<file path="config.mk">
export PLATFORM = sky130hd
export DESIGN_NAME = r4_line_buffer
export DESIGN_NICKNAME = d
export VERILOG_FILES = /design/src/rtl/test_r4_pkg.sv /design/src/rtl/r4_line_buffer.sv
export SDC_FILE = /design/constraint.sdc
export NUM_CORES = 1
export LEC_CHECK = 0
export ABC_AREA = 1
export BUFFER_PORTS_ARGS = -buffer_cell sky130_fd_sc_hd__buf_2
export CAP_MARGIN = 25
export CELL_PAD_IN_SITES_DETAIL_PLACEMENT = 2
export CELL_PAD_IN_SITES_GLOBAL_PLACEMENT = 2
export CORE_AREA = 2 2 112 222
export CTS_BUF_LIST = sky130_fd_sc_hd__clkbuf_4
export DETAILED_ROUTE_END_ITERATION = 6
export DIE_AREA = 0 0 114 224
export HOLD_SLACK_MARGIN = 0.15
export PLACE_DENSITY_LB_ADDON = 0.2
export SYNTH_ARGS = -nofsm -noshare
export SYNTH_HDL_FRONTEND = slang
export SYNTH_SLANG_ARGS = --single-unit
</file>
<file path="constraint.sdc">
create_clock -name clk -period 2.7 [get_ports clk]
set_clock_uncertainty 0.15 [all_clocks]
set_input_delay 0.675 -clock clk [delete_from_list [all_inputs] [get_ports clk]]
set_output_delay 0.675 -clock clk [all_outputs]
set_load 0.02 [all_outputs]
</file>
<file path="src/rtl/test_r4_pkg.sv">
// test_r4_pkg: shared constants for the radius-4 box-sum engine.
// Window geometry, sum width and the exact rounded-mean helper live here
// so the top and the line-buffer agree on pixel/sum widths.
package test_r4_pkg;

  localparam int DATA_W = 8;
  localparam int R      = 4;
  localparam int K      = 2 * R + 1;
  localparam int SUM_W  = DATA_W + 7;

  // Rounded mean = floor((sum + 40) / 81). The division is replaced by a
  // multiply by ceil(2^21/81) = 25891 and a 21-bit shift. The error term
  // (25891*81 - 2^21 = 19) stays below 2^(21-15), so the result is exact for
  // every 15-bit dividend, which covers 20655 + 40.
  localparam int MEAN_RND   = 40;
  localparam int MEAN_DIV   = 81;
  localparam int MEAN_SHIFT = 21;
  localparam int MEAN_MUL   = ((2 ** MEAN_SHIFT) + MEAN_DIV - 1) / MEAN_DIV;

  function automatic logic [DATA_W-1:0] mean_of(input logic [SUM_W-1:0] s);
    logic [39:0] prod;
    prod = (40'(s) + 40'(MEAN_RND)) * 40'(MEAN_MUL);
    return DATA_W'(prod >> MEAN_SHIFT);
  endfunction

endpackage

</file>
<file path="src/rtl/r4_line_buffer.sv">
// r4_line_buffer: one image line of pixel delay, advancing only when en_i=1.
// Output is the pixel written DEPTH accepted pixels ago (read-before-write).
// Contents are not reset; only the circular pointer is.
module r4_line_buffer
  import test_r4_pkg::*;
#(
  parameter int W     = DATA_W,
  parameter int DEPTH = 30
) (
  input  logic         clk,
  input  logic         rst,
  input  logic         en_i,
  input  logic [W-1:0] dat_i,
  output logic [W-1:0] dat_o
);

  localparam int PTR_W = $clog2(DEPTH);

  logic [W-1:0]     mem_q [DEPTH];
  logic [PTR_W-1:0] ptr_q, ptr_d;

  // The slot about to be overwritten holds the oldest pixel: that is the output.
  assign dat_o = mem_q[ptr_q];

  // Pointer wraps at DEPTH-1 so the delay is exactly one line.
  always_comb begin
    ptr_d = (ptr_q == PTR_W'(DEPTH - 1)) ? '0 : ptr_q + 1'b1;
  end

  // Pointer register.
  always_ff @(posedge clk or posedge rst) begin
    if (rst) begin
      ptr_q <= '0;
    end else if (en_i) begin
      ptr_q <= ptr_d;
    end
  end

  // Storage write, no reset needed.
  always_ff @(posedge clk) begin
    if (en_i) begin
      mem_q[ptr_q] <= dat_i;
    end
  end

endmodule

</file>
---- Word-level counts from Yosys, hierarchy flattened ----
Memory sizes are Yosys's and may differ from the RTL's.
Index checks and enable logic that the tools add are counted.
W data, S select, Z words.
cells by class
  add/subtract/negate cells ............... 1
  multipliers ............................. 0
  divide/modulo/power cells ............... 0
  order comparisons ....................... 0
  equality and inequality tests ........... 1
  shift-type cells ........................ 0
  muxes and demuxes ....................... 3
  bitwise logic cells ..................... 0
  reduce and logical (&&, ||, !) cells .... 0
operator list
  kind                   number
  $add A5 B1 Y5 const B  1
  $eq A5 B5 Y1 const B   1
  $mux W5                1
  $mux W1                2
storage, ports and cells
  flip-flop bits (word level) ............. 5
  bits in latches ......................... 0
  RAM bits ................................ 240
  ROM bits ................................ 0
  output and inout bits ................... 8
  logic and storage cells ................. 7
  memories ................................ 1
memory list
  name   depth  bits a word  read ports  clocked after Yosys merged registers in  write ports  line                  source
  mem_q  30     8            1           0                                        1            r4_line_buffer.sv:19  logic [W-1:0] mem_q [DEPTH];

---- Depth between registers and ports, before layout ----
Gate-level depths: netlist of the first run.
  word-level depth ........................ 2
  gate-level depth with buffers ........... 11

---- Least setup slack after synthesis of the first run ----
Ideal clock, no wire load.
  path type ............................... register to register
  start ................................... register ptr_q[1]
  end ..................................... memory mem_q[29][0] in the netlist's numbering, enable pin
  setup time .............................. 0.377 ns
  arrival time ............................ 1.605 ns
  data required time ...................... 2.173 ns
  slack ................................... 0.568 ns
  stages on the path, launching flop included .. 7
  clock period less this slack ............ 2.132 ns
  path through ............................ dfrtp_1 buf_4 inv_2 buf_2 ha_1 nand2_1 nor2_1
RTL lines
  item                    line                  source
  from (decl)             r4_line_buffer.sv:20  logic [PTR_W-1:0] ptr_q, ptr_d;
  from (signal assigned)  r4_line_buffer.sv:35  ptr_q <= ptr_d;
  to (decl)               r4_line_buffer.sv:19
Straight into the memory's write port.

---- Worst setup path after layout of the first run ----
  start ................................... register ptr_q[0]
  end ..................................... output dat_o[2]
on the way
  cells in the longest elaborated chain, start to end .. 1
RTL lines
  item            line                  source
  $mem_v2 Z30 W8  n/a
  to (decl)       r4_line_buffer.sv:14  output logic [W-1:0] dat_o
No other way between the ends.

==> run_results.csv, run 1 <==
group,metric,value,unit
timing,total_count_of_hold_check_failures_in_the_final_report,0,
setup_path,cp_common_cell,"sky130_fd_sc_hd__nand2_2",
timing,timing.slew.headroom,0.443,
setup_path,ff2ff_path_depth,8,
floorplan,rows,80,
logic_synthesis,synth-seq-cells,245,
job,drv.max_cap_violation_count,0,
clocking,clk_path_buf_depth,3,
clocking,tritoncts,"built",
grt,globalRoute.totalOverflow,0,
grt,pin_count_of_the_biggest_net_entering_global_routing,41,
setup_path,cell_depth_of_the_worst_setup_path,11,
floorplan,fp.dieW,114,um
drt,detail-route-antenna-nets,0,
timing,final_max_slew_viol_count,0,
logic_synthesis,yosys-top-cells-area,"sky130_fd_sc_hd__edfxtp_1 (70%), sky130_fd_sc_hd__nand2_1 (10%), sky130_fd_sc_hd__nor2_1 (6.4%), sky130_fd_sc_hd__o21ai_0 (3.5%), sky130_fd_sc_hd__inv_1 (2.6%)",
setup_path,crit_buf_inv,3,
drt,vias,8270,
floorplan,io_pins,19,
cells_and_area,layout-area-overhead-vs-synth,27.8,%
power_and_ir_drop,ir_drop,0.473,mV
setup_path,critical-path-slowest-cell,"sky130_fd_sc_hd__dfrtp_4",
power_and_ir_drop,post-layout-total-power,13400,uW
power_and_ir_drop,netSwitchingPower,5690,uW
timing,postLayoutSetupSlackWorst,-0.832,ns
grt,number_of_global_route_vias_before_repair,9414,
clocking,clkSinkCount,245,
hold_path,timing.hold.worst.class,"in2async",
timing,fin_crit,3.53,ns
drt,remaining_drc_errors,0,
placed_design,dp_slack,-0.104,ns
timing,worst_slew_pin_slew,0.835,ns
cells_and_area,num-nets-final,1105,
power_and_ir_drop,total_leakage_power,0.00522,uW
cells_and_area,most-common-layout-cells,"sky130_fd_sc_hd__edfxtp_1 (240), sky130_fd_sc_hd__nand2_1 (180), sky130_fd_sc_hd__nor2_1 (143), sky130_fd_sc_hd__nand2_2 (92)",
power_and_ir_drop,comb_power_share,0.430,
setup_path,timing.critical_path.required,1.88,ns
floorplan,dieHeight,224,um
power_and_ir_drop,power.internal,7750,uW
power_and_ir_drop,power.share.sequential,0.340,
setup_path,crit_path_start_kind,"flip-flop",
setup_path,critical_path_s_largest_stage_delay,0.59,ns
clocking,clock_insertion_delay_worst_skew,0.77,ns
timing,min_period_over_period,1.31,
grt,initial_antenna_violation_count,2,
logic_synthesis,syn_area_per_cell,10.8,um2
power_and_ir_drop,power.share.clock,0.230,
clocking,cts_root_buf,"sky130_fd_sc_hd__clkbuf_4",
drt,drt-wirelength-per-cell,31.6,um
logic_synthesis,postSynthNetCount,977,
floorplan,core_area,23800,um2
cells_and_area,final_common_cell,"sky130_fd_sc_hd__edfxtp_1",
floorplan,initial_core_util,0.434,
timing,max_freq,0.283,GHz
clocking,clk_pin_slew,0.10,ns
placed_design,port_buffers,18,
placed_design,dpl_cell_area,11200,um2
drt,drt_via_density,5.81,
logic_synthesis,synth-seq-area-share,0.709,
logic_synthesis,synth_warnings,0,
setup_path,critical_path_class,"reg2out",
logic_synthesis,synth_top_area_cell,"sky130_fd_sc_hd__edfxtp_1",
timing,setup_violations,12,
placed_design,post_dp_hpwl,21500,um
setup_path,timing.critical_path.max_delay_family,"simple AND/OR/NAND/NOR gates",
grt,wire_length_of_the_first_global_routing_pass,62200,um
setup_path,crit_path_end_kind,"output port",
drt,dr.first_iter.drc_count,586,
logic_synthesis,post_synth_inst_count,962,
cells_and_area,layout-drive-gt1-share,0.345,
setup_path,critical_path.cell_chain,"buf_12, buf_12, nor2_1, nor2_1, o21ai_2, nand2_1, nand2_2, nand2_2, nor2_4, nand2_2, buf_6",
clocking,cts.htree.levels,2,
power_and_ir_drop,power-per-cell-area,1020,nW/um2
logic_synthesis,post_synthesis_cell_type_count,24,
logic_synthesis,netlist.area_leader.share,0.697,
setup_path,worst-endpoint-arrival,2.71,ns
power_and_ir_drop,swShare,0.423,
grt,globalRouteTotalUtil,0.344,
outcome,failing_checks,"setup timing",
drt,detail_route.first_pass.iterations,5,
logic_synthesis,netlist_area,10300,um2
clocking,cts-buffers-inserted,57,
setup_path,path_max_fanout,10,
drt,routed_wirelength,45000,um
floorplan,design.die.area,25500,um2
timing,setup_repair_after_global_routing_missed_its_margin,"yes",
cells_and_area,finalInstanceArea,13200,um2
placed_design,routabilityCongestion,0.774,
outcome,status,"finished, violations left",
sequential cells by signal, indices dropped and copies added, names as in the netlist:
register	count
ptr_q	5
mem_q	240
cell families (layout without fill, tap and decap cells):
kind of cell	Yosys count	count (layout)	share of synthesized area
flip-flops	245	245	0.709
AND/OR/NAND/NOR	503	503	0.189
buffers and inverters	116	290	0.0518
AO/OA/AOI/OAI	93	93	0.0450
adder cells (fa/ha/maj)	4	4	0.00484
other	0	1	0
XOR/XNOR	1	1	0.000847
area by class of cell:
class | instances | area, um2
fill | 2267 | 10600
sequential | 245 | 7340
multi-input combinational | 601 | 3230
timing repair buffer | 111 | 1320
clock buffer | 69 | 518
tap | 287 | 359
inverter | 74 | 290
clock inverter | 36 | 176
antenna | 1 | 2.50
tightest hold or removal path, stage by stage:
cell	delay, ns
sky130_fd_sc_hd__dlygate4sd3_1	0.54
sky130_fd_sc_hd__buf_2	0.13
sky130_fd_sc_hd__inv_1	0.26
cells in the mapped netlist:
cell,number
sky130_fd_sc_hd__buf_2,19
sky130_fd_sc_hd__buf_4,9
sky130_fd_sc_hd__clkbuf_2,1
sky130_fd_sc_hd__nand2_1,287
sky130_fd_sc_hd__clkbuf_1,7
sky130_fd_sc_hd__ha_1,4
sky130_fd_sc_hd__dfrtp_1,5
sky130_fd_sc_hd__o21ai_1,18
sky130_fd_sc_hd__inv_1,71
sky130_fd_sc_hd__nand3_1,29
sky130_fd_sc_hd__buf_1,1
sky130_fd_sc_hd__xor2_1,1
sky130_fd_sc_hd__or2_2,1
sky130_fd_sc_hd__nor2_1,177
sky130_fd_sc_hd__inv_2,3
sky130_fd_sc_hd__o21ai_0,73
sky130_fd_sc_hd__edfxtp_1,240
sky130_fd_sc_hd__or2_0,1
sky130_fd_sc_hd__buf_8,1
sky130_fd_sc_hd__nor2_2,6
sky130_fd_sc_hd__buf_6,4
sky130_fd_sc_hd__nor3_2,1
sky130_fd_sc_hd__a21oi_1,2
sky130_fd_sc_hd__nor3_1,1
worst paths after layout:
kind / slack (ns) / from / endpoint
worst max register to register: -0.07 / ptr_q[0] / ptr_q[4]
worst max-delay path: -0.83 / ptr_q[0] / dat_o[2]
max in group asynchronous: 1.81 / rst / ptr_q[0]
worst min-delay path: 0.27 / rst / ptr_q[1]
min in group clk: 0.36 / dat_i[6] / mem_q[29][6]
worst min register to register: 0.60 / ptr_q[4] / ptr_q[4]
power by group through the flow:
stage                     clock, uW  combinational, uW  sequential, uW
after floorplan                   0               2140            4530
after global placement            0               3580            4570
after detailed placement          0               3760            4590
after CTS                      2990               5060            4530
after global routing           3270               6000            4570
final                          3090               5780            4560
timing repair:
action,CTS,global route
hold buffers,2,0
cloned,11,0
resized for setup,209,123
endpoints found under the setup margin,8,42
hold endpoints to repair,7,0
pin swaps,60,47
buffers inserted,12,5
metal layers:
layer	up-vias	share of wire	global-route usage
met3	195	0.049	0.0603
met5	-	0.00027	0
li1	3467	-	-
met2	393	0.54	0.625
met4	2	0.079	0.225
met1	4213	0.33	0.354
metrics by stage:
step	utilization	TNS, ns	std cells	hold slack, ns
floorplan	-	0	962	0.304
global placement	0.469	0	1291	0.424
detailed placement	0.469	-0.108	1291	0.459
CTS	0.539	-5.23	1421	0.219
global route	0.555	-6.61	1424	0.258
finish	0.555	-6.21	1424	0.268
Power figures use the tool's default switching activity.
==> run 2, diff against run 1 <==
--- a/config.mk
+++ b/config.mk
@@ -14,6 +14,7 @@
 export CTS_BUF_LIST = sky130_fd_sc_hd__clkbuf_4
 export DETAILED_ROUTE_END_ITERATION = 6
 export DIE_AREA = 0 0 114 224
+export GPL_TIMING_DRIVEN = 0
 export HOLD_SLACK_MARGIN = 0.15
 export PLACE_DENSITY_LB_ADDON = 0.2
 export SYNTH_ARGS = -nofsm -noshare
==> run_results.csv, run 2 (synthesized netlist as in run 1, its figures left out) <==
group,metric,value,unit
outcome,status,"finished, violations left",
outcome,failing_checks,"setup timing",
job,drv.max_cap_violation_count,0,
grt,globalRoute.totalOverflow,0,
power_and_ir_drop,power-per-cell-area,1020,nW/um2
placed_design,post_dp_hpwl,24700,um
drt,drt_via_density,5.77,
cells_and_area,most-common-layout-cells,"sky130_fd_sc_hd__nand2_1 (250), sky130_fd_sc_hd__edfxtp_1 (240), sky130_fd_sc_hd__nor2_1 (127), sky130_fd_sc_hd__clkbuf_4 (80), sky130_fd_sc_hd__inv_1 (71)",
grt,pin_count_of_the_biggest_net_entering_global_routing,31,
cells_and_area,flip_flop_count_of_the_largest_register_all_copies_and_words_added,240,
timing,max_freq,0.281,GHz
placed_design,number_of_placed_instances_with_taps_included,1271,
cells_and_area,final_common_cell,"sky130_fd_sc_hd__nand2_1",
cells_and_area,layout-drive-gt1-share,0.252,
power_and_ir_drop,power.share.sequential,0.355,
cells_and_area,layoutNonFillerInstCount,1389,
setup_path,crit_path_start_kind,"flip-flop",
floorplan,design.die.area,25500,um2
setup_path,path_max_fanout,10,
grt,wire_length_of_the_first_global_routing_pass,58100,um
cells_and_area,fillers,2430,
cells_and_area,finalInstanceArea,12400,um2
drt,detail-route-antenna-nets,0,
timing,total_count_of_hold_check_failures_in_the_final_report,0,
clocking,tritoncts,"built",
cells_and_area,layout-area-overhead-vs-synth,20.1,%
grt,initial_antenna_violation_count,1,
timing,fin_crit,3.56,ns
cells_and_area,num-nets-final,1068,
cells_and_area,layout.core_utilization,0.521,
clocking,clock_insertion_delay_worst_skew,0.74,ns
timing,tightest_hold_margin,0.231,ns
hold_path,timing.hold.worst.class,"in2async",
setup_path,crit_path_end_kind,"output port",
floorplan,dieHeight,224,um
clocking,clk_path_buf_depth,3,
grt,number_of_global_route_vias_before_repair,8896,
timing,postLayoutSetupSlackWorst,-0.861,ns
power_and_ir_drop,power.share.clock,0.254,
power_and_ir_drop,post-layout-total-power,12700,uW
drt,detail_route.first_pass.iterations,5,
setup_path,critical_path_class,"reg2out",
drt,drt-wirelength-per-cell,30.2,um
floorplan,core_area,23800,um2
timing,setup_repair_after_global_routing_missed_its_margin,"yes",
clocking,clk_pin_slew,0.09,ns
placed_design,routabilityCongestion,0.867,
floorplan,fp.dieW,114,um
clocking,clkSinkCount,245,
placed_design,dpl_cell_area,10800,um2
timing,setup_violations,62,
setup_path,timing.critical_path.required,1.88,ns
power_and_ir_drop,ir_drop,0.481,mV
timing,worst_slew_pin_slew,1.00,ns
power_and_ir_drop,power.internal,7470,uW
power_and_ir_drop,swShare,0.411,
drt,remaining_drc_errors,0,
drt,routed_wirelength,41900,um
drt,dr.first_iter.drc_count,537,
placed_design,port_buffers,17,
floorplan,initial_core_util,0.434,
power_and_ir_drop,comb_power_share,0.392,
setup_path,worst-endpoint-arrival,2.74,ns
clocking,cts.htree.levels,2,
clocking,cts-buffers-inserted,56,
grt,globalRouteTotalUtil,0.323,
drt,vias,8021,
clocking,cts_root_buf,"sky130_fd_sc_hd__clkbuf_4",
power_and_ir_drop,total_leakage_power,0.00484,uW
timing,timing.slew.headroom,0.329,
power_and_ir_drop,netSwitchingPower,5210,uW
floorplan,io_pins,19,
timing,min_period_over_period,1.32,
cells_and_area,largestRegisters,"mem_q: 240 flops, ptr_q: 5 flops",
cells_and_area,largest_register,"mem_q",
floorplan,rows,80,
timing,final_max_slew_viol_count,0,
run 2: cell count changes in the layout (fill, tap and decap cells not counted), moves of 9 or more:
cell                       before  now
sky130_fd_sc_hd__nand2_4       14    2
sky130_fd_sc_hd__o21ai_0       20   56
sky130_fd_sc_hd__o21ai_2       28    6
sky130_fd_sc_hd__nand2_2       92   35
sky130_fd_sc_hd__nor2_1       143  127
sky130_fd_sc_hd__nor2_4        15   24
sky130_fd_sc_hd__nand2_1      180  250
sky130_fd_sc_hd__clkbuf_4      69   80
sky130_fd_sc_hd__buf_4         53   20
sky130_fd_sc_hd__buf_16        11    1
run 2: cell type report:
class	count	area, um2	area share
buffer	42	458	0.0369
tap	287	359	0.0289
clock inverter	30	191	0.0154
clock buffer	76	571	0.0459
multi-input combinational	601	2890	0.233
inverter	74	283	0.0228
timing repair buffer	33	335	0.0270
sequential	245	7330	0.590
antenna	1	2.50	0.000201
run 2: repair_timing:
| action | in CTS | in global routing |
|---|---|---|
| hold buffers | 2 | 0 |
| cloned | 2 | 2 |
| buffers inserted | 5 | 0 |
| endpoints found under the setup margin | 195 | 122 |
| endpoints found under the hold margin | 7 | 0 |
| pin swaps | 26 | 23 |
| gates resized for setup | 148 | 85 |
run 2: per-layer routing:
| layer | vias to the layer above | GRT usage | share of wire | wire length, um |
|---|---|---|---|---|
| li1 | 3395 | - | - | - |
| met1 | 4068 | 0.354 | 0.34 | 14300 |
| met2 | 382 | 0.585 | 0.53 | 22000 |
| met3 | 176 | 0.0422 | 0.053 | 2240 |
| met4 | 0 | 0.189 | 0.080 | 3350 |
| met5 | - | 0 | 0 | 0 |
run 2: worst paths after layout:
| path | startpoint | end | cells after the start | slack (ns) |
|---|---|---|---|---|
| max in group asynchronous | rst | ptr_q[2] | 3 | 1.95 |
| min | rst | ptr_q[0] | 3 | 0.23 |
| min reg2reg | ptr_q[4] | ptr_q[4] | 2 | 0.46 |
| min in group clk | dat_i[4] | mem_q[18][4] | 1 | 0.35 |
| max reg2reg | ptr_q[0] | mem_q[23][4] | 6 | -0.16 |
| max | ptr_q[0] | dat_o[1] | 11 | -0.86 |
run 2: power by group through the flow:
stage,logic (uW),registers (uW),clock network [uW]
after CTS,4420,4480,3170
final,4970,4500,3220
after global routing,5200,4510,3400
after floorplan,2140,4530,0
after detailed placement,3720,4570,0
after global placement,3580,4550,0
run 2: stage by stage:
| stage | setup TNS [ns] | setup WS (ns) |
|---|---|---|
| 3_3_place_gp | -32.20 | -0.387 |
| 3_5_place_dp | -29.18 | -0.335 |
| 2_1_floorplan | 0 | 0.568 |
| 4_1_cts | -5.32 | -0.685 |
| 6_report | -11.28 | -0.861 |
| 5_1_grt | -11.36 | -0.838 |
run 2: critical path, cell delays in order, from the launching register on:
cell	delay, ns
sky130_fd_sc_hd__dfrtp_2	0.51
sky130_fd_sc_hd__buf_4	0.20
sky130_fd_sc_hd__buf_6	0.16
sky130_fd_sc_hd__nor2_1	0.22
sky130_fd_sc_hd__nor2_1	0.09
sky130_fd_sc_hd__o21ai_0	0.16
sky130_fd_sc_hd__nand2_1	0.14
sky130_fd_sc_hd__nand2_1	0.08
sky130_fd_sc_hd__nand2_1	0.08
sky130_fd_sc_hd__nor2_4	0.12
sky130_fd_sc_hd__nand2_2	0.08
sky130_fd_sc_hd__buf_6	0.13
